==> src/rtl/spi_ctrl_pkg.sv <==
// Shared types and helpers for the SPI transfer controller: FSM state encoding,
// SPI mode constants and a constant-foldable clog2.
package spi_ctrl_pkg;

    typedef enum logic [2:0] {
        StIdle  = 3'd0,
        StLoad  = 3'd1,
        StSetup = 3'd2,
        StShift = 3'd3,
        StStore = 3'd4,
        StGap   = 3'd5
    } spi_state_e;

    // SPI mode 0: SCLK idles low, MISO sampled while SCLK is high, MOSI changes on the fall.
    localparam logic SpiCpol = 1'b0;
    localparam logic SpiCpha = 1'b0;

    function automatic int unsigned clog2(input int unsigned value);
        int unsigned res;
        int unsigned v;
        res = 0;
        v   = (value > 0) ? value - 1 : 0;
        while (v > 0) begin
            res = res + 1;
            v   = v >> 1;
        end
        return res;
    endfunction

endpackage

==> src/rtl/spi_xfer_ctrl_if.sv <==
// Bus bundle between the SPI transfer controller, its TX/RX word FIFOs and the SPI pins.
// The master modport is the controller's view; slave is the FIFO/pin side.
interface spi_xfer_ctrl_if #(
    parameter int unsigned g_width = 32
);
    logic               enable_i;
    logic [g_width-1:0] tx_data_i;
    logic               tx_empty_i;
    logic               tx_pull_o;
    logic [g_width-1:0] rx_data_o;
    logic               rx_full_i;
    logic               rx_push_o;
    logic               sclk_o;
    logic               mosi_o;
    logic               miso_i;
    logic               cs_n_o;
    logic               busy_o;

    modport master (
        input  enable_i, tx_data_i, tx_empty_i, rx_full_i, miso_i,
        output tx_pull_o, rx_data_o, rx_push_o, sclk_o, mosi_o, cs_n_o, busy_o
    );

    modport slave (
        output enable_i, tx_data_i, tx_empty_i, rx_full_i, miso_i,
        input  tx_pull_o, rx_data_o, rx_push_o, sclk_o, mosi_o, cs_n_o, busy_o
    );

endinterface

==> src/rtl/spi_clk_div.sv <==
// SCLK half-period timer: counts g_div cycles and flags the last one with tick_o.
// clr_i restarts the period so every FSM state entry begins on a fresh count.
module spi_clk_div
    import spi_ctrl_pkg::*;
#(
    parameter int unsigned g_div = 4
) (
    input  logic clk_i,
    input  logic rst_ni,
    input  logic clr_i,
    output logic tick_o
);

    localparam int unsigned CntW = clog2(g_div) + 1;
    localparam logic [CntW-1:0] CntLast = CntW'(g_div - 1);

    logic [CntW-1:0] div_cnt_q, div_cnt_d;

    always_comb begin
        tick_o    = (div_cnt_q == CntLast);
        div_cnt_d = (clr_i || tick_o) ? '0 : div_cnt_q + CntW'(1);
    end

    always_ff @(posedge clk_i) begin
        if (!rst_ni) begin
            div_cnt_q <= '0;
        end else begin
            div_cnt_q <= div_cnt_d;
        end
    end

endmodule

==> src/rtl/spi_xfer_ctrl.sv <==
// SPI mode-0 master word sequencer between a FWFT TX FIFO, an RX FIFO and the SPI pins.
// Optional `SPI_XFER_CTRL_LOOPBACK_EN adds loopback_i, feeding MOSI back as MISO.
module spi_xfer_ctrl
    import spi_ctrl_pkg::*;
#(
    parameter int unsigned g_width = 32,
    parameter int unsigned g_div   = 4,
    parameter int unsigned g_gap   = 2
) (
    input  logic            clk_i,
    input  logic            rst_i,
`ifdef SPI_XFER_CTRL_LOOPBACK_EN
    input  logic            loopback_i,
`endif
    spi_xfer_ctrl_if.master ctrl_if
);

    localparam int unsigned HalfW = clog2(2 * g_width) + 1;
    localparam int unsigned GapW  = clog2(g_gap + 1) + 1;
    localparam logic [HalfW-1:0] HalfLast     = HalfW'(2 * g_width - 1);
    localparam logic [HalfW-1:0] HalfLastHigh = HalfW'(2 * g_width - 2);
    localparam logic [GapW-1:0]  GapLast      = GapW'((g_gap > 0) ? g_gap - 1 : 0);

    spi_state_e state_q, state_d;

    logic               tick;
    logic               div_clr;
    logic               miso_src;
    logic [HalfW-1:0]   half_cnt_q, half_cnt_d;
    logic [GapW-1:0]    gap_cnt_q, gap_cnt_d;
    logic [g_width-2:0] tx_shift_q, tx_shift_d;
    logic [g_width-1:0] rx_shift_q, rx_shift_d;
    logic [g_width-1:0] rx_data_q, rx_data_d;
    logic               mosi_q, mosi_d;
    logic               sclk_q, sclk_d;
    logic               cs_n_q, cs_n_d;
    logic               tx_pull_q, tx_pull_d;
    logic               rx_push_q, rx_push_d;
    logic               busy_q, busy_d;

`ifdef SPI_XFER_CTRL_LOOPBACK_EN
    assign miso_src = loopback_i ? mosi_q : ctrl_if.miso_i;
`else
    assign miso_src = ctrl_if.miso_i;
`endif

    // Restart the half-period count on every state entry and whenever it is not timing.
    assign div_clr = (state_d != state_q) || !(state_q inside {StSetup, StShift});

    spi_clk_div #(
        .g_div (g_div)
    ) u_clk_div (
        .clk_i  (clk_i),
        .rst_ni (rst_i),
        .clr_i  (div_clr),
        .tick_o (tick)
    );

    always_ff @(posedge clk_i) begin
        if (!rst_i) begin
            state_q <= StIdle;
        end else begin
            state_q <= state_d;
        end
    end

    always_comb begin
        state_d = state_q;
        unique case (state_q)
            StIdle: begin
                if (ctrl_if.enable_i && !ctrl_if.tx_empty_i && !ctrl_if.rx_full_i) begin
                    state_d = StLoad;
                end
            end
            StLoad:  state_d = StSetup;
            StSetup: if (tick) state_d = StShift;
            StShift: if (tick && half_cnt_q == HalfLast) state_d = StStore;
            StStore: state_d = (g_gap > 0) ? StGap : StIdle;
            StGap:   if (gap_cnt_q == GapLast) state_d = StIdle;
            default: state_d = StIdle;
        endcase
    end

    // Outputs are computed from the next state so each registered output lines up with
    // the state it belongs to.
    always_comb begin
        half_cnt_d = half_cnt_q;
        gap_cnt_d  = gap_cnt_q;
        tx_shift_d = tx_shift_q;
        rx_shift_d = rx_shift_q;
        mosi_d     = mosi_q;

        if (state_d != state_q) begin
            half_cnt_d = '0;
            gap_cnt_d  = '0;
        end else if (state_q == StShift && tick) begin
            half_cnt_d = half_cnt_q + HalfW'(1);
        end else if (state_q == StGap) begin
            gap_cnt_d = gap_cnt_q + GapW'(1);
        end

        if (state_q == StLoad) begin
            tx_shift_d = ctrl_if.tx_data_i[g_width-2:0];
            rx_shift_d = '0;
            mosi_d     = ctrl_if.tx_data_i[g_width-1];
        end else if (state_q == StShift && tick && !half_cnt_q[0]) begin
            rx_shift_d = {rx_shift_q[g_width-2:0], miso_src};
            if (half_cnt_q != HalfLastHigh) begin
                mosi_d     = tx_shift_q[g_width-2];
                tx_shift_d = tx_shift_q << 1;
            end
        end

        sclk_d    = (state_d == StShift) ? (~half_cnt_d[0] ^ SpiCpol) : SpiCpol;
        cs_n_d    = !(state_d inside {StSetup, StShift});
        tx_pull_d = (state_d == StLoad);
        rx_push_d = (state_d == StStore);
        rx_data_d = (state_d == StStore) ? rx_shift_d : rx_data_q;
        busy_d    = (state_d != StIdle);
    end

    always_ff @(posedge clk_i) begin
        if (!rst_i) begin
            half_cnt_q <= '0;
            gap_cnt_q  <= '0;
            tx_shift_q <= '0;
            rx_shift_q <= '0;
            rx_data_q  <= '0;
            mosi_q     <= 1'b0;
            sclk_q     <= SpiCpol;
            cs_n_q     <= 1'b1;
            tx_pull_q  <= 1'b0;
            rx_push_q  <= 1'b0;
            busy_q     <= 1'b0;
        end else begin
            half_cnt_q <= half_cnt_d;
            gap_cnt_q  <= gap_cnt_d;
            tx_shift_q <= tx_shift_d;
            rx_shift_q <= rx_shift_d;
            rx_data_q  <= rx_data_d;
            mosi_q     <= mosi_d;
            sclk_q     <= sclk_d;
            cs_n_q     <= cs_n_d;
            tx_pull_q  <= tx_pull_d;
            rx_push_q  <= rx_push_d;
            busy_q     <= busy_d;
        end
    end

    assign ctrl_if.tx_pull_o = tx_pull_q;
    assign ctrl_if.rx_data_o = rx_data_q;
    assign ctrl_if.rx_push_o = rx_push_q;
    assign ctrl_if.sclk_o    = sclk_q;
    assign ctrl_if.mosi_o    = mosi_q;
    assign ctrl_if.cs_n_o    = cs_n_q;
    assign ctrl_if.busy_o    = busy_q;

endmodule

==> src/flat_wrapper.sv <==
// flat-port wrapper written by rule: the top's interface ports become plain ports
module spi_xfer_ctrl_flat import spi_ctrl_pkg::*;
#(
    parameter int unsigned g_width = 32,
    parameter int unsigned g_div   = 4,
    parameter int unsigned g_gap   = 2
)
  (clk_i, rst_i, ctrl_if_enable_i, ctrl_if_tx_data_i, ctrl_if_tx_empty_i, ctrl_if_rx_full_i, ctrl_if_miso_i, ctrl_if_tx_pull_o, ctrl_if_rx_data_o, ctrl_if_rx_push_o, ctrl_if_sclk_o, ctrl_if_mosi_o, ctrl_if_cs_n_o, ctrl_if_busy_o);
  spi_xfer_ctrl_if #(.g_width(g_width)) ctrl_if_i ();
  input  logic clk_i;
  input  logic rst_i;
  input wire logic [$bits(ctrl_if_i.enable_i)-1:0] ctrl_if_enable_i;
  input wire logic [$bits(ctrl_if_i.tx_data_i)-1:0] ctrl_if_tx_data_i;
  input wire logic [$bits(ctrl_if_i.tx_empty_i)-1:0] ctrl_if_tx_empty_i;
  input wire logic [$bits(ctrl_if_i.rx_full_i)-1:0] ctrl_if_rx_full_i;
  input wire logic [$bits(ctrl_if_i.miso_i)-1:0] ctrl_if_miso_i;
  output wire logic [$bits(ctrl_if_i.tx_pull_o)-1:0] ctrl_if_tx_pull_o;
  output wire logic [$bits(ctrl_if_i.rx_data_o)-1:0] ctrl_if_rx_data_o;
  output wire logic [$bits(ctrl_if_i.rx_push_o)-1:0] ctrl_if_rx_push_o;
  output wire logic [$bits(ctrl_if_i.sclk_o)-1:0] ctrl_if_sclk_o;
  output wire logic [$bits(ctrl_if_i.mosi_o)-1:0] ctrl_if_mosi_o;
  output wire logic [$bits(ctrl_if_i.cs_n_o)-1:0] ctrl_if_cs_n_o;
  output wire logic [$bits(ctrl_if_i.busy_o)-1:0] ctrl_if_busy_o;
  assign ctrl_if_i.enable_i = ctrl_if_enable_i;
  assign ctrl_if_i.tx_data_i = ctrl_if_tx_data_i;
  assign ctrl_if_i.tx_empty_i = ctrl_if_tx_empty_i;
  assign ctrl_if_i.rx_full_i = ctrl_if_rx_full_i;
  assign ctrl_if_i.miso_i = ctrl_if_miso_i;
  assign ctrl_if_tx_pull_o = ctrl_if_i.tx_pull_o;
  assign ctrl_if_rx_data_o = ctrl_if_i.rx_data_o;
  assign ctrl_if_rx_push_o = ctrl_if_i.rx_push_o;
  assign ctrl_if_sclk_o = ctrl_if_i.sclk_o;
  assign ctrl_if_mosi_o = ctrl_if_i.mosi_o;
  assign ctrl_if_cs_n_o = ctrl_if_i.cs_n_o;
  assign ctrl_if_busy_o = ctrl_if_i.busy_o;
  spi_xfer_ctrl #(.g_width(g_width), .g_div(g_div), .g_gap(g_gap)) u_core (.clk_i(clk_i), .rst_i(rst_i), .ctrl_if(ctrl_if_i));
endmodule
==> config.mk <==
export PLATFORM = sky130hd
export DESIGN_NAME = spi_xfer_ctrl_flat
export DESIGN_NICKNAME = d
export VERILOG_FILES = /design/src/rtl/spi_ctrl_pkg.sv /design/src/rtl/spi_xfer_ctrl_if.sv /design/src/rtl/spi_clk_div.sv /design/src/rtl/spi_xfer_ctrl.sv /design/src/flat_wrapper.sv
export SDC_FILE = /design/constraint.sdc
export NUM_CORES = 1
export LEC_CHECK = 0
export CAP_MARGIN = 15
export CORE_MARGIN = 2
export CORE_UTILIZATION = 48
export DETAILED_ROUTE_END_ITERATION = 10
export PLACE_DENSITY = 0.76
export SLEW_MARGIN = 15
export SYNTH_ARGS = -nofsm -noshare
export SYNTH_HDL_FRONTEND = slang
export SYNTH_SLANG_ARGS = --single-unit
==> constraint.sdc <==
create_clock -name clk_i -period 2.5 [get_ports clk_i]
set_clock_uncertainty 0.05 [all_clocks]
set_input_delay 0.5 -clock clk_i [delete_from_list [all_inputs] [get_ports clk_i]]
set_output_delay 0.5 -clock clk_i [all_outputs]
set_load 0.005 [all_outputs]
# ---- Yosys cells after proc, flatten, opt, wreduce, memory -nomap -nowiden
# Cells that the tools add are included.
dict set report totals {
  register_bits 117
  latchBits 0
  ram_bits 0
  romBits 0
  elab_cells 72
  memories 0
}
dict set report classes {
  add_sub_neg 3
  multipliers 0
  div_mod_pow 0
  magnitude_cmp 0
  n_eq_ne 14
  shift 0
  muxes 15
  bitwise 3
  n_reduce_logical 23
}
# cell count
set op_table {}
lappend op_table {{31-bit two-way mux} 3}
lappend op_table {{32-bit two-way mux} 2}
lappend op_table {{3-bit case mux with 6 select lines} 1}
lappend op_table {{3-bit by 2-bit == test with 1-bit output, second input constant} 5}
lappend op_table {{3-bit two-way mux} 4}
lappend op_table {{3-bit by 1-bit == test with 1-bit output, second input constant} 3}
lappend op_table {{3-bit == test, second input constant} 3}
lappend op_table {{2-bit nonzero test} 4}
lappend op_table {{7-bit by 1-bit adder with 7-bit output, second input constant} 1}
lappend op_table {{7-bit by 6-bit == test with 1-bit output, second input constant} 1}
lappend op_table {{7-bit by 6-bit inequality test with 1-bit output, second input constant} 1}
lappend op_table {{3-bit by 1-bit adder with 3-bit output, second input constant} 2}
lappend op_table {{2-bit AND reduction} 3}
lappend op_table {{1-bit logical AND} 5}
lappend op_table {{1-bit zero test} 5}
lappend op_table {{1-bit two-way mux} 5}
lappend op_table {{2-bit OR reduction} 2}
lappend op_table {{3-bit zero test} 1}
lappend op_table {{3-bit inequality test} 1}
lappend op_table {{1-bit inverter} 3}
lappend op_table {{3-bit nonzero test} 1}
lappend op_table {{1-bit logical OR} 2}

# ---- Depth between registers and ports, before layout
dict set report logic_depth {
  word_depth 9
  mapped_depth 11
}

# ---- Hierarchy
# A second synthesis with hierarchy kept.
dict set report unflattened {
  hier_cells 560
  hier_area_um2 4883.4
}
# module n_inst cells_per_inst area_per_inst_um2 seq_area_each_um2
set by_module_without_submodules {}
lappend by_module_without_submodules {spi_xfer_ctrl 1 551 4764.6 2282.2}
lappend by_module_without_submodules {spi_clk_div 1 9 118.9 60.1}

# ---- Least setup slack after synthesis
# No wires, ideal clock.
dict set report synth_timing {
  path_type {reg-to-reg}
  from {register u_core.u_clk_div.div_cnt_q[0]}
  to {register u_core.rx_data_q[25], in the netlist u_core.ctrl_if.rx_data_o[25]}
  setup_time_ns 0.128
  arrival_time_ns 2.304
  t_required_ns 2.322
  setup_slack_ns 0.019
  stages_incl_launch_ff 12
  synth_period_minus_slack_ns 2.481
  path_cell_list {dfxtp_1 ha_1 ha_1 and4b_1 buf_4 ha_1 buf_2 clkbuf_1 mux2i_1 nor3_2 a21oi_1 nor2_1}
}
dict set report synth_via {
  elab_chain_cells 5
}
# element line_no
set synth_rtl {}
lappend synth_rtl {{start: declaration} spi_clk_div.sv:17} ;# logic [CntW-1:0] div_cnt_q, div_cnt_d;
lappend synth_rtl {{start signal: assignment} spi_clk_div.sv:28} ;# div_cnt_q <= div_cnt_d;
lappend synth_rtl {{3-bit by 2-bit == test with 1-bit output *} spi_clk_div.sv:20} ;# tick_o = (div_cnt_q == CntLast);
lappend synth_rtl {{1-bit logical AND (on tied branches)} {spi_xfer_ctrl.sv:77, spi_xfer_ctrl.sv:106}}
lappend synth_rtl {{3-bit two-way mux or 1-bit logical AND (tied branches)} {spi_xfer_ctrl.sv:77, spi_xfer_ctrl.sv:106}}
lappend synth_rtl {{3-bit case mux with 6 select lines or 32-bit two-way mux (tied branches)} {spi_xfer_ctrl.sv:69, spi_xfer_ctrl.sv:106}}
lappend synth_rtl {{3-bit == test or 32-bit two-way mux (tied branches)} {spi_xfer_ctrl.sv:118, spi_xfer_ctrl.sv:102}}
lappend synth_rtl {{end signal: assignment} spi_xfer_ctrl.sv:140} ;# rx_data_q <= rx_data_d;
lappend synth_rtl {{end: declaration} spi_xfer_ctrl.sv:33} ;# logic [g_width-1:0] rx_data_q, rx_data_d;
# Every way passes the cells marked *; elsewhere a longest branch is shown, timed or not.
# A chain may end at the register's enable or synchronous reset.

# ---- Final worst setup path
dict set report layout_timing {
  from {register u_core.u_clk_div.div_cnt_q[0]}
  to {register u_core.tx_shift_q[25]}
}
dict set report layout_via {
  elab_chain_cells 5
}
# element line_no
set layout_rtl {}
lappend layout_rtl {{3-bit by 2-bit == test with 1-bit output} spi_clk_div.sv:20}
lappend layout_rtl {{1-bit logical AND (2 in a row)} spi_xfer_ctrl.sv:106} ;# end else if (state_q == StShift && tick && !half_cnt_q[0]) begin
lappend layout_rtl {{2-bit nonzero test (no source line)} -}
lappend layout_rtl {{2-bit AND reduction (no source line)} -}
lappend layout_rtl {{end signal: assignment} spi_xfer_ctrl.sv:138} ;# tx_shift_q <= tx_shift_d;
lappend layout_rtl {{end: declaration} spi_xfer_ctrl.sv:31} ;# logic [g_width-2:0] tx_shift_q, tx_shift_d;
# Every way passes these cells.

==> run_results.csv <==
group,metric,value,unit
global_routing,grt_overflow,0,
clocking,clk_pin_slew_worst_paths,0.06,ns
synthesis,ys_ff_latch,117,
worst_setup_path,critPathMaxStageDelay,0.37,ns
clocking,cts_buffers,17,
floorplan,start_util,0.4913,
timing,hold_violations,0,
drt,routed_wl,9.897,mm
floorplan,core-area,9684,sq um
floorplan,die_w,103.6,um
worst_setup_path,cpMostUsedCell,"ha_1",
synthesis,synth_area_leaders,"dfxtp_1 (49%), mux2i_1 (6.7%), nor3_1 (6.2%)",
drt,num_vias,3882,
synthesis,synth_ff_type,"dfxtp_1",
timing,fmaxAchievable,435.5,MHz
global_routing,antenna_found_initial,0,
global_routing,gr-usage-all-layers,0.1904,
synthesis,netlist_area,4758,sq um
timing,max-slew-margin-rel,0.6127,
synthesis,yosysMostFrequentCell,"dfxtp_1",
clocking,ctsResizeCount,0,
clocking,cts_root_buf,"clkbuf_8",
outcome,outcome,"completed",
clocking,h-tree-depth,4,
worst_hold_path,min_path_type,"reg2reg",
power_and_ir_drop,ir_drop,0.4177,mV
clocking,postCtsSetupBuffers,0,
synthesis,synth_cell_types,44,
drt,antenna_left,0,
drt,route.detailed.drc,0,
synthesis,yosysTopAreaCell,"dfxtp_1",
clocking,cts.sinks,117,
synthesis,synth_area_per_cell,8.894,sq um
worst_setup_path,critPathCaptureType,"flip-flop",
final_layout,fin_area,6187,sq um
synthesis,synth.top_cells.by_count,"dfxtp_1 (117), nor2_1 (78), nand2_1 (68)",
worst_setup_path,crit_path_start_kind,"flip-flop",
placement,postPlaceCellArea,5608,sq um
worst_setup_path,crit_slowest_cell,"and4b_1",
synthesis,synthCells,535,
worst_setup_path,required,2.85,ns
floorplan,ios,76,
placement,gp_congestion,0.8114,
timing,period_needed,2.296,ns
final_layout,syn_to_final_growth,30.03,%
final_layout,layout-drive-gt1-share,0.1005,
drt,drt-initial-drc-count,87,
timing,maxSlewViolCount,0,
synthesis,synth_top_area_frac,0.4922,
synthesis,yosysWarnings,0,
timing,tightest_slew,0.5736,ns
synthesis,synth_seq_area_share,0.4922,
worst_setup_path,crit_chain,"ha_1 -> ha_1 -> and4b_1 -> ha_2 -> o21ai_0 -> nand2_2 -> buf_12 -> nor2_1 -> a311oi_1",
drt,first_pass_iters,4,
synthesis,synth-edff-count,0,
worst_setup_path,critPathMaxFanout,63,
global_routing,grt_max_degree,67,
timing,setup_tns,0,ns
drt,vias_per_cell,5.246,
drt,wl_per_cell,13.37,um
floorplan,design.die.area,10730,sq um
timing,rsz0062_at_grt,"false",
global_routing,grt_pass1_vias,3669,
worst_setup_path,arrival,2.64,ns
placement,port_buffers,75,
placement,hpwl,6.137,mm
timing,setup_viol,0,
worst_setup_path,worstSetupPathType,"reg2reg",
job,drv_cap,0,
synthesis,async_flop_share,0,
clocking,clk_latency,0.51,ns
clocking,clockBufferDepth,2,
power_and_ir_drop,power.leakage,0.002038,uW
power_and_ir_drop,powerDensity,714.4,nW/um^2
worst_setup_path,rrSetupSlack,0.20,ns
timing,post-route-period-util,0.9186,
synthesis,synth_nets,580,
clocking,cts_tree,"done",
clocking,cts.hold.buffers_added,0,
floorplan,die_h,103.6,um
floorplan,rows,36,
final_layout,diodes,0,
global_routing,grt_pass1_wl,16.86,mm
final_layout,fin_nets,639,
[final cells by class]
cell class / count / area [sq um]
tap: 133 / 166.4
timing repair buffer: 86 / 895.9
multi-input combinational: 364 / 2173
clock buffer: 18 / 427.9
fill: 813 / 3497
inverter: 8 / 30.03
clock inverter: 14 / 151.4
sequential: 117 / 2342
[placed cells by master, fill, tap and decap left out, types with 3 or more instances in the layout]
cell / count
dfxtp_1: 117
nor2_1: 78
clkdlybuf4s50_1: 75
nand2_1: 68
nor3_1: 59
a21oi_1: 35
mux2i_1: 32
a311oi_1: 31
clkbuf_16: 16
inv_1: 7
nor3_2: 6
ha_1: 6
buf_4: 6
clkinvlp_4: 5
buf_12: 5
o21ai_0: 4
xor2_1: 4
nor2b_1: 3
nor4_1: 3
inv_6: 3
[where the power goes]
part | leakage (uW) | switching (uW) | internal [uW]
Clock | 0.000270 | 875 | 1450
Sequential | 0.000944 | 11.0 | 1890
Combinational | 0.000824 | 99.9 | 96.6
Total | 0.00204 | 986 | 3430
[worst max-delay path, delay by kind of cell, from the launching register on]
family | cells | cell delay, ns
adder cells (fa/ha/maj) | 3 | 0.57
AND/OR/NAND/NOR | 3 | 0.56
AO/OA/AOI/OAI | 2 | 0.43
flip-flops | 1 | 0.33
buffers and inverters | 1 | 0.24
[metal layers]
metal | vias up | share of wire | global-route usage
met5 | - | 0 | 0
met4 | 0 | 0.015 | 0.07046
met3 | 15 | 0.048 | 0.05790
met2 | 83 | 0.46 | 0.2999
met1 | 1787 | 0.48 | 0.2475
li1 | 1997 | - | -
[through the flow]
step / util / setup slack [ns] / cells / hold slack (ns) / total power [uW]
finish: 0.6389 / 0.2036 / 740 / 0.3788 / 4420
global route: 0.6389 / 0.02991 / 740 / 0.4126 / 4569
CTS: 0.6389 / 0.2015 / 740 / 0.3814 / 4461
detailed placement: 0.5791 / 0.2226 / 708 / 0.3739 / 2134
global placement: 0.5791 / 0.2681 / 708 / 0.3665 / 2131
floorplan: - / 0.01888 / 535 / 0.3572 / 2043
[logic make-up after synthesis]
family	share of synthesized area
AND/OR/NAND/NOR	0.2322
flip-flops	0.4922
AO/OA/AOI/OAI	0.1260
buffers and inverters	0.05285
multiplexers	0.06732
adder cells (fa/ha/maj)	0.01841
XOR/XNOR	0.01104
[sequential cells by signal, indices dropped and copies added, names as in the netlist]
signal	count
u_core.ctrl_if.sclk_o	1
u_core.half_cnt_q	7
u_core.tx_shift_q	31
u_core.ctrl_if.tx_pull_o	1
u_core.ctrl_if.busy_o	1
u_core.gap_cnt_q	3
u_core.ctrl_if.mosi_o	1
u_core.ctrl_if.cs_n_o	1
u_core.rx_shift_q	32
u_core.ctrl_if.rx_push_o	1
u_core.u_clk_div.div_cnt_q	3
u_core.state_q	3
u_core.ctrl_if.rx_data_o	32
[path summary, 6_finish.rpt]
kind	cells past startpoint	start	end
min reg2reg	1	u_core.u_clk_div.div_cnt_q[0]	u_core.u_clk_div.div_cnt_q[0]
max reg2reg	9	u_core.u_clk_div.div_cnt_q[0]	u_core.tx_shift_q[25]
min	1	u_core.u_clk_div.div_cnt_q[0]	u_core.u_clk_div.div_cnt_q[0]
max	9	u_core.u_clk_div.div_cnt_q[0]	u_core.tx_shift_q[25]
Power figures use the tool's default switching activity.
==> patch 1, RTL diff (same flow settings) <==
Compare `half_cnt_q` against `HalfLast` with >= in place of ==.
--- a/src/rtl/spi_xfer_ctrl.sv
+++ b/src/rtl/spi_xfer_ctrl.sv
@@ -75,5 +75,5 @@
             StLoad:  state_d = StSetup;
             StSetup: if (tick) state_d = StShift;
-            StShift: if (tick && half_cnt_q == HalfLast) state_d = StStore;
+            StShift: if (tick && half_cnt_q >= HalfLast) state_d = StStore;
             StStore: state_d = (g_gap > 0) ? StGap : StIdle;
             StGap:   if (gap_cnt_q == GapLast) state_d = StIdle;
Check against the original RTL: no difference found for any inputs over 10 cycles, from zero or initial values and one cycle with rst_i low; that may be too few to reach the edited logic, so the function may still have changed.
==> patch 1 against the original RTL <==
  * Clock power rose by 9.9%
  * Cell area rose by 5.2%
  * Area after synthesis rose by 7.9%
  * Final cell count rose by 0.41%
  * Sequential cell count did not move
  * Largest power group unchanged
  * Wire length rose by 2.2%
  * Setup slack improved by 93 ps
  * Power rose by 5.2%
  * Critical path type unchanged
==> patch 1: results (changes against the original RTL) <==
largest net degree at the start of global routing - 78 (+16%)
sequential fraction of the synthesis area - 0.4561 (-0.03610)
average wire per standard cell - 13.61 um (+1.8%)
worst rel slew slack - 0.6106 (-0.002088)
Worst Hold Endpoint - u_core.ctrl_if.rx_data_o[14]
Initial DRC Count - 193 (+120%)
worst reg2reg path endpoint - u_core.tx_shift_q[13]
R2R setup slack - 300 ps (+90 ps)
status - complete, no violations
detailed-route via count - 3835 (-1.2%)
first-pass GRT wire length - 16940 um (+0.45%)
r2r worst-path depth - 8 (-1)
number of global-route vias before repair - 3698 (+0.79%)
post-route worst hold slack - 397.8 ps (+19.02 ps)
number of fill cells - 903 (+11%)
arrival time at the worst endpoint - 2560 ps (-80 ps)
weighted congestion reported at the end of routability-driven placement - 0.8213 (+1.2%)
largest cells by area after synthesis - dfxtp_1, mux2i_1, o211a_1, nand2_1, a21boi_1
largest fanout on the critical path - 32 (-49%)
Cell variety after synth - 45 (+2.3%)
clock-pin slew on the worst setup and hold paths - 50 ps
share of final-layout standard cells stronger than drive strength 1 - 0.08072 (-0.01977)
largest vdd supply drop - 0.3672 mV (-12%)
count of TritonRoute iterations in the first routing pass - 6 (+2)
internal cell power - 3.748 mW (+9.1%)
leakage power - 2.686 nW (+32%)
yosys synthesis warning count - 0 (unchanged)
Place WS - 154.0 ps (-68.60 ps)
Hold Crit Start - u_core.ctrl_if.rx_data_o[14]
Mapped Nets - 578 (-0.34%)
estimated wirelength of the detail-placed design - 6304 um (+2.7%)
list of most frequent post-synthesis cells - dfxtp_1, nand2_1, mux2i_1, nor2_1, and2_1
total global-route track usage - 0.1843 (-0.006088)
maximum level of the CTS H-tree - 4 (unchanged)
## patch 1: cell count changes in the layout (fill, tap and decap cells not counted), sizes merged, moves of 30 or more
cell / unedited run / this run
a21boi: 0 / 33
a21oi: 35 / 3
a311oi: 31 / 0
and2: 2 / 36
mux2i: 32 / 63
nor2: 78 / 45
nor3: 65 / 0
o211a: 1 / 31
## patch 1: power by group through the flow
stage	Sequential, mW	Clock [mW]	Combinational (mW)
after floorplan	1.94	0	0.121
after global placement	1.94	0	0.187
after detailed placement	1.95	0	0.191
after CTS	1.91	2.60	0.192
after global routing	1.91	2.67	0.213
final	1.91	2.55	0.196
## patch 1: routing by layer
| layer | track usage | routed length (um) | vias up |
|---|---|---|---|
| met3 | 0.05145 | 463 | 14 |
| met1 | 0.2212 | 4572 | 1768 |
| li1 | - | - | 1968 |
| met5 | 0 | 0 | - |
| met4 | 0.07875 | 162 | 0 |
| met2 | 0.3092 | 4914 | 85 |
## patch 1: worst max path at each step
stage | from | end | slack (ps) | cells after the start
after detailed placement | ctrl_if_enable_i | u_core.u_clk_div.div_cnt_q[0] | 150 | 5
after global routing | u_core.u_clk_div.div_cnt_q[0] | u_core.tx_shift_q[11] | 140 | 8
after global placement | ctrl_if_enable_i | u_core.half_cnt_q[1] | 230 | 5
after CTS | u_core.u_clk_div.div_cnt_q[0] | u_core.u_clk_div.div_cnt_q[0] | 110 | 6
final | u_core.u_clk_div.div_cnt_q[0] | u_core.tx_shift_q[13] | 300 | 8
after floorplan | u_core.u_clk_div.div_cnt_q[0] | u_core.ctrl_if.mosi_o | 180 | 11
## patch 1: cells by family after synthesis
logic type / share of synthesized area
simple gates: 0.1679
flops: 0.4561
compound gates: 0.1620
mux: 0.1228
buf+inv: 0.06213
xor+xnor: 0.01194
fa+ha+maj: 0.01706
## patch 1: layout make-up
type / count / share of cell area
Inverter: 7 / 0.004038
Multi-Input combinational cell: 365 / 0.3805
Clock buffer: 23 / 0.07479
Tap cell: 136 / 0.02615
Timing Repair Buffer: 87 / 0.1323
Sequential cell: 117 / 0.3599
Clock inverter: 8 / 0.02230
## patch 1: metrics by stage
step / instance area (um^2) / total power, mW / cells
floorplan: 5135 / 2.061 / 533
global placement: 5861 / 2.132 / 710
detailed placement: 5861 / 2.137 / 710
CTS: 6492 / 4.695 / 741
finish: 6507 / 4.651 / 743
global route: 6507 / 4.795 / 743
## patch 1: worst max-delay path: stages (launching register included)
cell and delay, ps:
dfxtp_1 350, ha_1 160, ha_1 270, and4b_1 250, ha_2 220, o31a_1 190
buf_4 310, o21ai_0 140, o211a_1 150
## patch 1: timing repair
action                                  4_1_cts  5_1_grt
setup buffers                                 0        2
hold buffers                                  0        0
endpoints found under the setup margin        0        2
==> patch 2, RTL diff (same flow settings) <==
Made on the original files. `g_gap` is set to 2 in 2 places; all go to 4.
--- a/src/rtl/spi_xfer_ctrl.sv
+++ b/src/rtl/spi_xfer_ctrl.sv
@@ -6,5 +6,5 @@
     parameter int unsigned g_width = 32,
     parameter int unsigned g_div   = 4,
-    parameter int unsigned g_gap   = 2
+    parameter int unsigned g_gap   = 4
 ) (
     input  logic            clk_i,
--- a/src/flat_wrapper.sv
+++ b/src/flat_wrapper.sv
@@ -4,5 +4,5 @@
     parameter int unsigned g_width = 32,
     parameter int unsigned g_div   = 4,
-    parameter int unsigned g_gap   = 2
+    parameter int unsigned g_gap   = 4
 )
   (clk_i, rst_i, ctrl_if_enable_i, ctrl_if_tx_data_i, ctrl_if_tx_empty_i, ctrl_if_rx_full_i, ctrl_if_miso_i, ctrl_if_tx_pull_o, ctrl_if_rx_data_o, ctrl_if_rx_push_o, ctrl_if_sclk_o, ctrl_if_mosi_o, ctrl_if_cs_n_o, ctrl_if_busy_o);
Behaviour: no difference found for any inputs over 10 cycles, from zero or initial values and one cycle with rst_i low; that may be too few to reach the edited logic, so the function may still have changed.
==> patch 2 against the original RTL <==
  * Clock power increased by 7%
  * Final cell count increased by 1.8%
  * Wire length increased by 4.1%
  * Power increased by 4.1%
  * Core utilization decreased by 2.2 points
  * Area after synthesis increased by 11%
  * Setup slack improved by 47 ps
  * Cell area increased by 7.5%
  * Sequential cell count increased by 1
  * Die area increased by 10%
  * Largest cell class is now multi-input gates
==> patch 2: results (changes against the original RTL) <==
Async SR Flop Fraction - 0 (unchanged)
met2 Resource Use GR - 0.3138 (+0.01393)
internal cell power - 3.703 mW (+7.8%)
Mapped Nets - 582 (+0.34%)
multiplexer fraction of the synthesized cell area - 0.1214 (+0.05410)
largest cell class by area - multi-input gates
Initial DRC Count - 152 (+75%)
hold-critical path depth - 3 (+2)
largest net degree at the start of global routing - 72 (+7.5%)
Total Routed Length - 10310 um (+4.1%)
DR WL met2 - 5155 um (+14%)
leakage power - 2.726 nW (+34%)
adder-cell share of the synthesized area - 0.01423 (-0.004178)
power of the combinational group - 0.193 mW (-2%)
list of most frequent post-synthesis cells - dfxtp_1, nand2_1, mux2i_1, nor2_1, and2_1
multi-input gate share of the layout cell area - 0.3851 (+0.03384)
share of the synthesized area in compound gates (AO/OA/AOI/OAI) - 0.1563 (+0.03032)
arrival time at the worst endpoint - 2610 ps (-30 ps)
largest cells by area after synthesis - dfxtp_1, mux2i_1, o211a_1, nand2_1, a21boi_1
relative area of non-clock buffer cells in the final design - 0.1354 (-0.009404)
Tightest Hold Check Type - primary input to flip-flop
share of final-layout standard cells stronger than drive strength 1 - 0.09462 (-0.005878)
DR top layer - met4
Pwr Density - 691.9 nW/um^2 (-3.2%)
xor and xnor area share after synthesis - 0.01328 (+0.002236)
number of global-route vias before repair - 3788 (+3.2%)
critical path's top delay family - adder cells
first-pass GRT wire length - 17100 um (+1.4%)
status - complete, no violations
clock network share of area - 0.09195 (-0.001678)
detailed-route via count - 3910 (+0.72%)
Critical-path top delay cell - dfxtp_1
I/O Buffers - 75 (unchanged)
transition at the pin with the smallest max-transition slack - 621.3 ps (+47.64 ps)
weighted congestion reported at the end of routability-driven placement - 0.7747 (-4.5%)
number of fill cells - 881 (+8.4%)
number of clock sinks seen by CTS - 118 (+0.85%)
slowest stage delay, CP - 340 ps (-30 ps)
length of routed wiring on met1 - 4540 um (-4.5%)
largest vdd supply drop - 0.3648 mV (-13%)
Repair and plain buffers - 89 (+3.5%)
global routing usage on met1 - 0.2095 (-0.03798)
non-clock inverter count in the final layout - 11 (+3)
Place WS - 258.5 ps (+35.88 ps)
largest fanout on the critical path - 32 (-49%)
estimated wirelength of the detail-placed design - 6679 um (+8.8%)
sequential fraction of the synthesis area - 0.4477 (-0.04453)
Cell variety after synth - 48 (+9.1%)
Clock Buffer Count - 22 (+4)
number of nets in the final layout - 645 (+0.94%)
M3 GR Usage - 0.06575 (+0.007852)
met3 WL post-DR - 454 um (-3.6%)
total global-route track usage - 0.1846 (-0.005837)
sequential portion of the cell area - 0.3550 (-0.02354)
## patch 2: stage by stage
step,instance area [um^2],hold slack [ps],std cells
finish,6654,365.5,753
global route,6654,358.4,753
CTS,6654,341.4,753
detailed placement,6042,372.6,722
global placement,6042,355.4,722
floorplan,5276,349.2,538
## patch 2: kinds of logic after synthesis
group                      Yosys count
buffers and inverters               56
adders and majority gates            6
muxes                               64
DFF                                118
and+or+nand+nor                    178
xor gates and xnor gates             8
AOI/OAI and AO/OA                  108
## patch 2: final timing paths
kind,startpoint,endpoint,slack (ps)
min,rst_i,u_core.gap_cnt_q[2],370
min reg2reg,u_core.u_clk_div.div_cnt_q[0],u_core.u_clk_div.div_cnt_q[0],380
max,u_core.u_clk_div.div_cnt_q[0],u_core.rx_shift_q[5],250
max reg2reg,u_core.u_clk_div.div_cnt_q[0],u_core.rx_shift_q[5],250
